**config.mk**
```make
export PLATFORM = sky130hd
export DESIGN_NAME = wb_timer
export DESIGN_NICKNAME = d
export VERILOG_FILES = /design/src/rtl/wb_timer_pkg.sv /design/src/rtl/wb_timer_prescaler.sv /design/src/rtl/wb_timer.sv
export SDC_FILE = /design/constraint.sdc
export NUM_CORES = 1
export LEC_CHECK = 0
export CELL_PAD_IN_SITES_DETAIL_PLACEMENT = 0
export CELL_PAD_IN_SITES_GLOBAL_PLACEMENT = 1
export CORE_AREA = 2 2 163 165
export CTS_CLUSTER_DIAMETER = 40
export DETAILED_ROUTE_END_ITERATION = 10
export DIE_AREA = 0 0 165 167
export GPL_TIMING_DRIVEN = 0
export HOLD_SLACK_MARGIN = 0.05
export PLACE_DENSITY_LB_ADDON = 0.08
export SLEW_MARGIN = 20
export SYNTH_ARGS = -nofsm -noshare
export SYNTH_HDL_FRONTEND = slang
export SYNTH_HIERARCHICAL = 1
export SYNTH_SLANG_ARGS = --single-unit
```
**constraint.sdc**
```tcl
create_clock -name wb_clk_i -period 3.8 [get_ports wb_clk_i]
set_input_delay 0.38 -clock wb_clk_i [delete_from_list [all_inputs] [get_ports wb_clk_i]]
set_output_delay 0.38 -clock wb_clk_i [all_outputs]
set_load 0.005 [all_outputs]
```
**src/rtl/wb_timer_pkg.sv**
```systemverilog
// Shared register offsets, CTRL bit positions, reset constants and the
// byte-lane merge helper for the wb_timer Wishbone slave.
package wb_timer_pkg;

   localparam logic [2:0] ADR_CTRL     = 3'd0;
   localparam logic [2:0] ADR_PRESCALE = 3'd1;
   localparam logic [2:0] ADR_COUNT_LO = 3'd2;
   localparam logic [2:0] ADR_COUNT_HI = 3'd3;
   localparam logic [2:0] ADR_CMP_LO   = 3'd4;
   localparam logic [2:0] ADR_CMP_HI   = 3'd5;
   localparam logic [2:0] ADR_STATUS   = 3'd6;

   localparam int CTRL_EN = 0;
   localparam int CTRL_IE = 1;
   localparam int CTRL_AR = 2;

   localparam logic [63:0] CMP_RESET = '1;

   // Replace only the bytes whose lane enable is set.
   function automatic logic [31:0] byte_merge(input logic [31:0] i_old,
                                              input logic [31:0] i_new,
                                              input logic [3:0]  i_sel);
      logic [31:0] w_res;
      w_res = i_old;
      for (int b = 0; b < 4; b++) begin
         if (i_sel[b]) w_res[b*8 +: 8] = i_new[b*8 +: 8];
      end
      return w_res;
   endfunction

endpackage

```
**src/rtl/wb_timer_prescaler.sv**
```systemverilog
// Clock divider for the timer: counts 0..i_div while enabled and emits a
// one-cycle tick on the wrap. i_restart forces the phase back to zero.
module wb_timer_prescaler #(
   parameter int WIDTH = 16
) (
   input  logic             i_clk,
   input  logic             i_rst_n,
   input  logic             i_en,
   input  logic [WIDTH-1:0] i_div,
   input  logic             i_restart,
   output logic             o_tick
);

   logic [WIDTH-1:0] r_pcnt;

   assign o_tick = i_en & (r_pcnt == i_div);

   always_ff @(posedge i_clk) begin
      if (!i_rst_n) begin
         r_pcnt <= '0;
      end else if (i_restart || o_tick) begin
         r_pcnt <= '0;
      end else if (i_en) begin
         r_pcnt <= r_pcnt + 1'b1;
      end
   end

endmodule

```
**src/rtl/wb_timer.sv**
```systemverilog
// Wishbone B4 classic timer: 64-bit prescaled counter, 64-bit compare, sticky
// MATCH and level irq. Define WB_TIMER_SNAPSHOT_EN for tear-free LO-then-HI reads.
module wb_timer
   import wb_timer_pkg::*;
#(
   parameter int                      PRESCALE_WIDTH = 16,
   parameter logic [PRESCALE_WIDTH-1:0] RESET_PRESCALE = '0
) (
   input  logic        wb_clk_i,
   input  logic        wb_rst_n_i,
   input  logic [2:0]  wb_adr_i,
   input  logic [31:0] wb_dat_i,
   input  logic [3:0]  wb_sel_i,
   input  logic        wb_we_i,
   input  logic        wb_cyc_i,
   input  logic        wb_stb_i,
   output logic [31:0] wb_dat_o,
   output logic        wb_ack_o,
   output logic        wb_err_o,
   output logic        irq_o
);

   logic                      r_ack;
   logic [31:0]               r_dat;
   logic [2:0]                r_ctrl;
   logic [PRESCALE_WIDTH-1:0] r_presc;
   logic [63:0]               r_count;
   logic [63:0]               r_cmp;
   logic                      r_match;

   logic                      w_req, w_wr, w_rd, w_tick;
   logic                      w_reload, w_set, w_clr;
   logic [63:0]               w_count_nxt;
   logic [PRESCALE_WIDTH-1:0] w_presc_nxt;
   logic [31:0]               w_rdata, w_count_hi_rd;

   // A new request is accepted only while ack is low, giving one wait state.
   assign w_req = wb_cyc_i & wb_stb_i & ~r_ack;
   assign w_wr  = w_req & wb_we_i;
   assign w_rd  = w_req & ~wb_we_i;

   wb_timer_prescaler #(.WIDTH(PRESCALE_WIDTH)) u_prescaler (
      .i_clk     (wb_clk_i),
      .i_rst_n   (wb_rst_n_i),
      .i_en      (r_ctrl[CTRL_EN]),
      .i_div     (r_presc),
      .i_restart (w_wr && (wb_adr_i == ADR_PRESCALE)),
      .o_tick    (w_tick)
   );

   assign w_reload = w_tick & r_ctrl[CTRL_AR] & (r_count == r_cmp);
   assign w_set    = w_reload | (~r_ctrl[CTRL_AR] & (r_count >= r_cmp));
   assign w_clr    = w_wr & (wb_adr_i == ADR_STATUS) & wb_sel_i[0] & wb_dat_i[0];

   // Bus writes to the counter override the tick in the same cycle.
   always_comb begin
      w_count_nxt = r_count;
      if (w_tick) w_count_nxt = w_reload ? 64'd0 : r_count + 64'd1;
      if (w_wr && (wb_adr_i == ADR_COUNT_LO))
         w_count_nxt = {r_count[63:32], byte_merge(r_count[31:0], wb_dat_i, wb_sel_i)};
      if (w_wr && (wb_adr_i == ADR_COUNT_HI))
         w_count_nxt = {byte_merge(r_count[63:32], wb_dat_i, wb_sel_i), r_count[31:0]};
   end

   always_comb begin
      w_presc_nxt = r_presc;
      for (int i = 0; i < PRESCALE_WIDTH; i++) begin
         w_presc_nxt[i] = wb_sel_i[i/8] ? wb_dat_i[i] : r_presc[i];
      end
   end

`ifdef WB_TIMER_SNAPSHOT_EN
   logic [31:0] r_shadow;

   always_ff @(posedge wb_clk_i) begin
      if (!wb_rst_n_i) begin
         r_shadow <= '0;
      end else if (w_rd && (wb_adr_i == ADR_COUNT_LO)) begin
         r_shadow <= r_count[63:32];
      end
   end

   assign w_count_hi_rd = r_shadow;
`else
   assign w_count_hi_rd = r_count[63:32];
`endif

   always_comb begin
      w_rdata = '0;
      case (wb_adr_i)
         ADR_CTRL:     w_rdata = {29'd0, r_ctrl};
         ADR_PRESCALE: w_rdata = 32'(r_presc);
         ADR_COUNT_LO: w_rdata = r_count[31:0];
         ADR_COUNT_HI: w_rdata = w_count_hi_rd;
         ADR_CMP_LO:   w_rdata = r_cmp[31:0];
         ADR_CMP_HI:   w_rdata = r_cmp[63:32];
         ADR_STATUS:   w_rdata = {31'd0, r_match};
         default:      w_rdata = '0;
      endcase
   end

   always_ff @(posedge wb_clk_i) begin
      if (!wb_rst_n_i) begin
         r_ack   <= 1'b0;
         r_dat   <= '0;
         r_ctrl  <= '0;
         r_presc <= RESET_PRESCALE;
         r_count <= '0;
         r_cmp   <= CMP_RESET;
         r_match <= 1'b0;
      end else begin
         r_ack   <= w_req;
         r_dat   <= w_rd ? w_rdata : 32'd0;
         r_count <= w_count_nxt;
         r_match <= w_set | (r_match & ~w_clr);
         if (w_wr && (wb_adr_i == ADR_CTRL) && wb_sel_i[0]) r_ctrl <= wb_dat_i[2:0];
         if (w_wr && (wb_adr_i == ADR_PRESCALE)) r_presc <= w_presc_nxt;
         if (w_wr && (wb_adr_i == ADR_CMP_LO))
            r_cmp[31:0] <= byte_merge(r_cmp[31:0], wb_dat_i, wb_sel_i);
         if (w_wr && (wb_adr_i == ADR_CMP_HI))
            r_cmp[63:32] <= byte_merge(r_cmp[63:32], wb_dat_i, wb_sel_i);
      end
   end

   assign wb_dat_o = r_dat;
   assign wb_ack_o = r_ack;
   assign wb_err_o = 1'b0;
   assign irq_o    = r_match & r_ctrl[CTRL_IE];

endmodule

```
==> metrics.csv, run 1 <==
metric,value,unit
DRT antenna net count,0,
global-route wire length before repair,70.7,mm
Netlist cell types,69,
synthesized net count,1583,
peak supply drop,0.235,mV
Multi-input gate area,6890,um^2
maximum clock frequency,0.270,GHz
critical path capture point type,register,
fin. max-slew vios,0,
Register Area,3940,um^2
RePlAce Congestion,0.970,
drt via density,6.40,
Hold WC Path Type,primary input to register,
share of cells above drive strength 1,4.81,%
dpl hpwl,35.2,mm
minimum clock period,3.71,ns
Required @ worst endpoint,4.11,ns
largest net degree at the start of global routing,19,
chip width,165,um
clock buffers created by TritonCTS,17,
post-route design area,13300,um^2
Int Pwr,3.11,mW
DRC,0,
Sw Pwr,1.19,mW
critical path's slowest cell,clkbuf_1,
Initial Util,44.5,%
endpoints failing setup,0,
CP cell instances,clkdlybuf4s50_1 -> and4b_1 -> clkbuf_1 -> and2_1 -> clkbuf_1 -> nand2_1 -> a21oi_1 -> clkbuf_1 -> o21ai_0 -> a22oi_1 -> nor2_1,
sequential fraction of the synthesis area,34.4,%
initial antenna violation count,1,
Final Cycle Share,97.6,%
CTS Hold Bufs,0,
worst reg2reg setup slack,0.14,ns
area share of the largest cell type after synthesis,34.4,%
Buf/Inv on CP,4,
dominant cell type by area after synthesis,dfxtp_1,
DR WL/cell,24.7,um
Post-synth ARST share,0,%
Slew HR,29.3,%
most frequent cells in the layout,"207 x nand2_1, 197 x dfxtp_1, 120 x nand3_1",
outcome,"finished, final reports clean",
Switching Share,27.7,%
largest fanout on the critical path,10,
RSZ-0062 raised after global routing,true,
Worst setup SP type,primary input,
Root Driver,clkbuf_16,
CP dominant cell by count,clkbuf_1,
final wirelength,47.4,mm
leakage power,5.36,nW
die area,27600,um^2
CTS tree,built,
Post-Syn Area,11500,um^2
Combinational Power Share,7.7,%
fin nets,1679,
Layout area overhead,16.0,%
DRT iter0 DRCs,1698,
clock latency on the worst-skew pair,0.46,ns
Final WS setup,0.0922,ns
PwrDens,324,nW/um^2
clock group share of total power,43.8,%
Placed Area,12700,um^2
Fillers,2579,
Post-Syn Instances,1473,
number of port buffers,75,
"Largest stage delay, worst path",0.58,ns
"CP delay by family, top",buffers and inverters,
Seq cells post-synth,197,
Fin Setup TNS,0,ns
Clock Skews,0.0145,ns
endpoints failing hold,0,
WP data arrival,4.02,ns
Main synth FF type,dfxtp_1,
num rows,59,
worst slew pin tran,1.06,ns
pre-CTS WS,-0.493,ns
core area,25800,um^2
first drt pass iteration count,6,
Sink Count,197,
sequential fraction of design power,48.5,%
Final Total Pwr,4.30,mW
"EDFF count, synth",0,
GRT overflow,0,
# IOs,79,
Max-Cap Viols,0,
Min Hold Slack,0.410,ns
vias in the first global route,11200,
"Avg Cell Area, Syn",7.78,um^2
Synth area leaders,"dfxtp_1 34%, ha_1 7.2%, nand2_1 6.8%, nand3_1 5.2%, a22oi_1 4.5%",
synth warn,6,
Die Y,167,um
CTS H-tree lvls,4,
Max clock buf depth,2,
"commonest non-fill, non-tap cell in the layout",nand2_1,
CP Class,primary input to register,
"Reg clk slew, reported paths",0.08,ns
gr usage total,34.3,%
DR vias,12300,
## worst paths after layout
kind                from     endpoint  cells after the start
max              wb_we_i  r_count[13]                     11
min          wb_sel_i[3]  r_count[61]                      3
max reg2reg     wb_ack_o  r_count[13]                     10
min reg2reg     wb_ack_o     wb_ack_o                      1
## worst reg2reg max path: cells and delay by family, from the launching register on
kind | cells | cell delay [ns]
buf+inv | 3 | 1.52
simple gates | 4 | 0.93
compound gates | 3 | 0.75
flops | 1 | 0.33
## cells in the mapped netlist, drive strengths merged, types with 22 or more instances
library cell and count:
a21oi 94, clkbuf 76, nand2 207, a22oi 68, o21ai 47, a221oi 22
nor2 110, o211ai 41, nor3 34, and3 22, nand3 121, dfxtp 197
xor2 22, inv 82, ha 66, nand4 32
## metal layers
layer	global-route usage [%]	share of wire (%)	wire, um
met3	6.77	10	4740
met1	51.4	45	21500
met5	0	0.038	18
met2	49.3	42	19900
met4	10.1	2.8	1340
## sequential cells by signal, summed over array words and instances, names as in the netlist
signal / cells
r_cmp: 64
u_prescaler/r_pcnt: 16
wb_dat_o: 32
r_presc: 16
r_ctrl: 3
wb_ack_o: 1
r_count: 64
r_match: 1
## power groups by stage
stage | combinational, mW | clock, mW | sequential, mW
6_report | 0.330 | 1.88 | 2.09
3_3_place_gp | 0.315 | 0 | 2.14
3_5_place_dp | 0.317 | 0 | 2.14
4_1_cts | 0.318 | 1.88 | 2.09
2_1_floorplan | 0.141 | 0 | 2.13
5_1_grt | 0.343 | 1.96 | 2.09
## layout make-up
| type | count | area share (%) |
|---|---|---|
| multi-input cells | 1099 | 51.8 |
| flip-flops and latches | 197 | 29.7 |
| clock inverters | 12 | 1.01 |
| inverters | 83 | 2.34 |
| repair buffers | 78 | 5.82 |
| clock buffers | 19 | 3.26 |
| plain buffers | 93 | 2.91 |
| well taps | 335 | 3.15 |
| diodes | 1 | 0.0188 |
## what timing repair did
item                       CTS  global route
pin swaps                    0             1
setup endpoints to repair   50            45
gates resized for setup      5            13
gates cloned                 0             0
setup buffers                0             2
## stage by stage
stage / cells / utilization (%)
2_1_floorplan: 1473 / -
3_3_place_gp: 1883 / 49.0
3_5_place_dp: 1884 / 49.1
4_1_cts: 1915 / 51.4
5_1_grt: 1916 / 51.6
6_report: 1917 / 51.6
## cell families (layout without fill, tap and decap cells)
family,Yosys count,in the layout,synth area share (%)
xor gates and xnor gates,37,37,2.83
other,1,2,0.0327
and+or+nand+nor,593,593,24.5
DFF,197,197,34.4
muxes,23,23,2.35
adders and majority gates,66,66,7.20
buffers and inverters,177,285,6.05
AOI/OAI and AO/OA,379,379,22.7
No activity file was read; power rests on OpenSTA's default activity.
==> run 2: changes to the inputs <==
--- a/config.mk
+++ b/config.mk
@@ -5,12 +5,10 @@
 export SDC_FILE = /design/constraint.sdc
 export NUM_CORES = 1
 export LEC_CHECK = 0
-export CELL_PAD_IN_SITES_DETAIL_PLACEMENT = 0
-export CELL_PAD_IN_SITES_GLOBAL_PLACEMENT = 1
-export CORE_AREA = 2 2 163 165
+export CORE_AREA = 2 2 155 157
 export CTS_CLUSTER_DIAMETER = 40
 export DETAILED_ROUTE_END_ITERATION = 10
-export DIE_AREA = 0 0 165 167
+export DIE_AREA = 0 0 157 159
 export GPL_TIMING_DRIVEN = 0
 export HOLD_SLACK_MARGIN = 0.05
 export PLACE_DENSITY_LB_ADDON = 0.08
==> constraint.sdc (replaced) <==
create_clock -name wb_clk_i -period 3.8 [get_ports wb_clk_i]
set_input_delay 0.38 -clock wb_clk_i [delete_from_list [all_inputs] [get_ports wb_clk_i]]
set_output_delay 0.38 -clock wb_clk_i [all_outputs]
set_load 0.05 [all_outputs]
==> metrics.csv, run 2 (synthesis results as in run 1) <==
metric,value,unit,change
Min Hold Slack,0.405,ns,-0.00511 ns
Worst setup SP type,register,,
number of port buffers,75,,unchanged
drt via density,6.50,,+1.5%
endpoints failing setup,0,,unchanged
DR vias,12400,,+0.74%
initial antenna violation count,0,,-1
dpl hpwl,33.8,mm,-4.1%
num rows,56,,-5.1%
minimum clock period,3.71,ns,+0.00315 ns
CTS Hold Bufs,0,,unchanged
Multi-input gate area,6880,um^2,-0.13%
Sink Count,197,,unchanged
chip width,157,um,-4.8%
Die Y,159,um,-4.8%
vias in the first global route,11200,,-0.45%
GRT overflow,0,,unchanged
DR WL/cell,24.0,um,-3.2%
critical path capture point type,register,,
leakage power,5.36,nW,+0.16%
RePlAce Congestion,1.04,,+7.0%
fin. max-slew vios,0,,unchanged
CTS H-tree lvls,4,,unchanged
Max-Cap Viols,0,,unchanged
Final WS setup,0.0891,ns,-0.00315 ns
Diodes inserted,0,,-1
largest net degree at the start of global routing,20,,+1
clock latency on the worst-skew pair,0.46,ns,about the same
share of cells above drive strength 1,4.99,%,+0.18 points
Hold WC Path Type,primary input to register,,
most frequent cells in the layout,"207 x nand2_1, 197 x dfxtp_1, 120 x nand3_1",,
Final Cycle Share,97.7,%,about the same
worst slew pin tran,0.996,ns,-0.0647 ns
first drt pass iteration count,8,,+2
PwrDens,323,nW/um^2,-0.21%
"Reg clk slew, reported paths",0.09,ns,about the same
Initial Util,49.4,%,+4.9 points
Slew HR,33.6,%,+4.3 points
worst reg2reg setup slack,0.09,ns,-0.05 ns
DRT iter0 DRCs,1843,,+8.5%
outcome,"finished, final reports clean",,
final wirelength,45.6,mm,-3.9%
Register Area,3940,um^2,unchanged
Layout area overhead,15.8,%,
Placed Area,12600,um^2,-0.15%
Clock Skews,0.0145,ns,-0.0000621 ns
maximum clock frequency,0.269,GHz,about the same
Max clock buf depth,2,,unchanged
DRT antenna net count,0,,unchanged
Root Driver,clkbuf_16,,
Fillers,2220,,-14%
WP data arrival,4.06,ns,+0.04 ns
global-route wire length before repair,67.8,mm,-4.1%
utilization after layout,57.3,%,+5.7 points
peak supply drop,0.200,mV,-15%
pre-CTS WS,-0.516,ns,-0.0229 ns
"commonest non-fill, non-tap cell in the layout",nand2_1,,
DRC,0,,unchanged
CTS tree,built,,
die area,25000,um^2,-9.4%
CP Class,register to register,,
Required @ worst endpoint,4.15,ns,+0.04 ns
gr usage total,35.9,%,+1.6 points
fin nets,1680,,+0.060%
# IOs,79,,unchanged
endpoints failing hold,0,,unchanged
clock buffers created by TritonCTS,17,,unchanged
core area,23200,um^2,-10%
largest fanout on the critical path,10,,unchanged
RSZ-0062 raised after global routing,false,,
post-route design area,13300,um^2,-0.11%
[run 2: critical path, cell delays in order, from the launching register on]
cell	delay, ns
dfxtp_1	0.40
ha_1	0.36
nand4_1	0.27
nor4bb_4	0.54
nand3_1	0.25
o31a_1	0.36
nand2b_1	0.08
clkbuf_1	0.49
clkbuf_2	0.42
o21ai_0	0.15
a32o_1	0.27
[run 2: what timing repair did]
item                       4_1_cts  5_1_grt
hold endpoints to repair         0        0
buffers inserted                 0        2
resized for setup                6       12
pin swaps                        0        1
setup endpoints to repair       50       42
[run 2: metal layers]
metal | up-vias | wire length (um) | GRT usage [%] | share of wire [%]
li1 | 5588 | - | - | -
met1 | 5818 | 19200 | 51.6 | 42
met2 | 839 | 18700 | 50.9 | 41
met3 | 116 | 6070 | 9.66 | 13
met4 | 0 | 1650 | 13.9 | 3.6
met5 | - | 0 | 0 | 0
[run 2: cell type report]
class / instances / area share [%]
buffer: 94 / 2.96
clock buffer: 18 / 3.31
clock inverter: 14 / 1.04
inverter: 83 / 2.35
multi-input combinational: 1099 / 51.8
sequential: 197 / 29.7
tap: 319 / 3.01
timing repair buffer: 78 / 5.82
[run 2: worst paths after layout]
kind / startpoint / endpoint / cells after the start
setup / recovery: r_count[59] / r_count[49] / 10
hold / removal: wb_sel_i[3] / r_count[61] / 3
setup reg to reg: r_count[59] / r_count[49] / 10
hold reg to reg: wb_ack_o / wb_ack_o / 1
[run 2: per-stage QoR]
step | TNS (ns) | std cells | power, mW
2_1_floorplan | 0 | 1473 | 2.29
5_1_grt | 0 | 1902 | 4.37
4_1_cts | 0 | 1900 | 4.26
3_3_place_gp | -46.39 | 1867 | 2.46
3_5_place_dp | -19.04 | 1868 | 2.46
6_report | 0 | 1902 | 4.29
[run 2: where the power goes]
part	internal [mW]	leakage (nW)	switching, mW
sequential	2.08	1.59	0.0131
combinational	0.106	3.49	0.233
clock	0.892	0.287	0.968
total	3.07	5.36	1.21
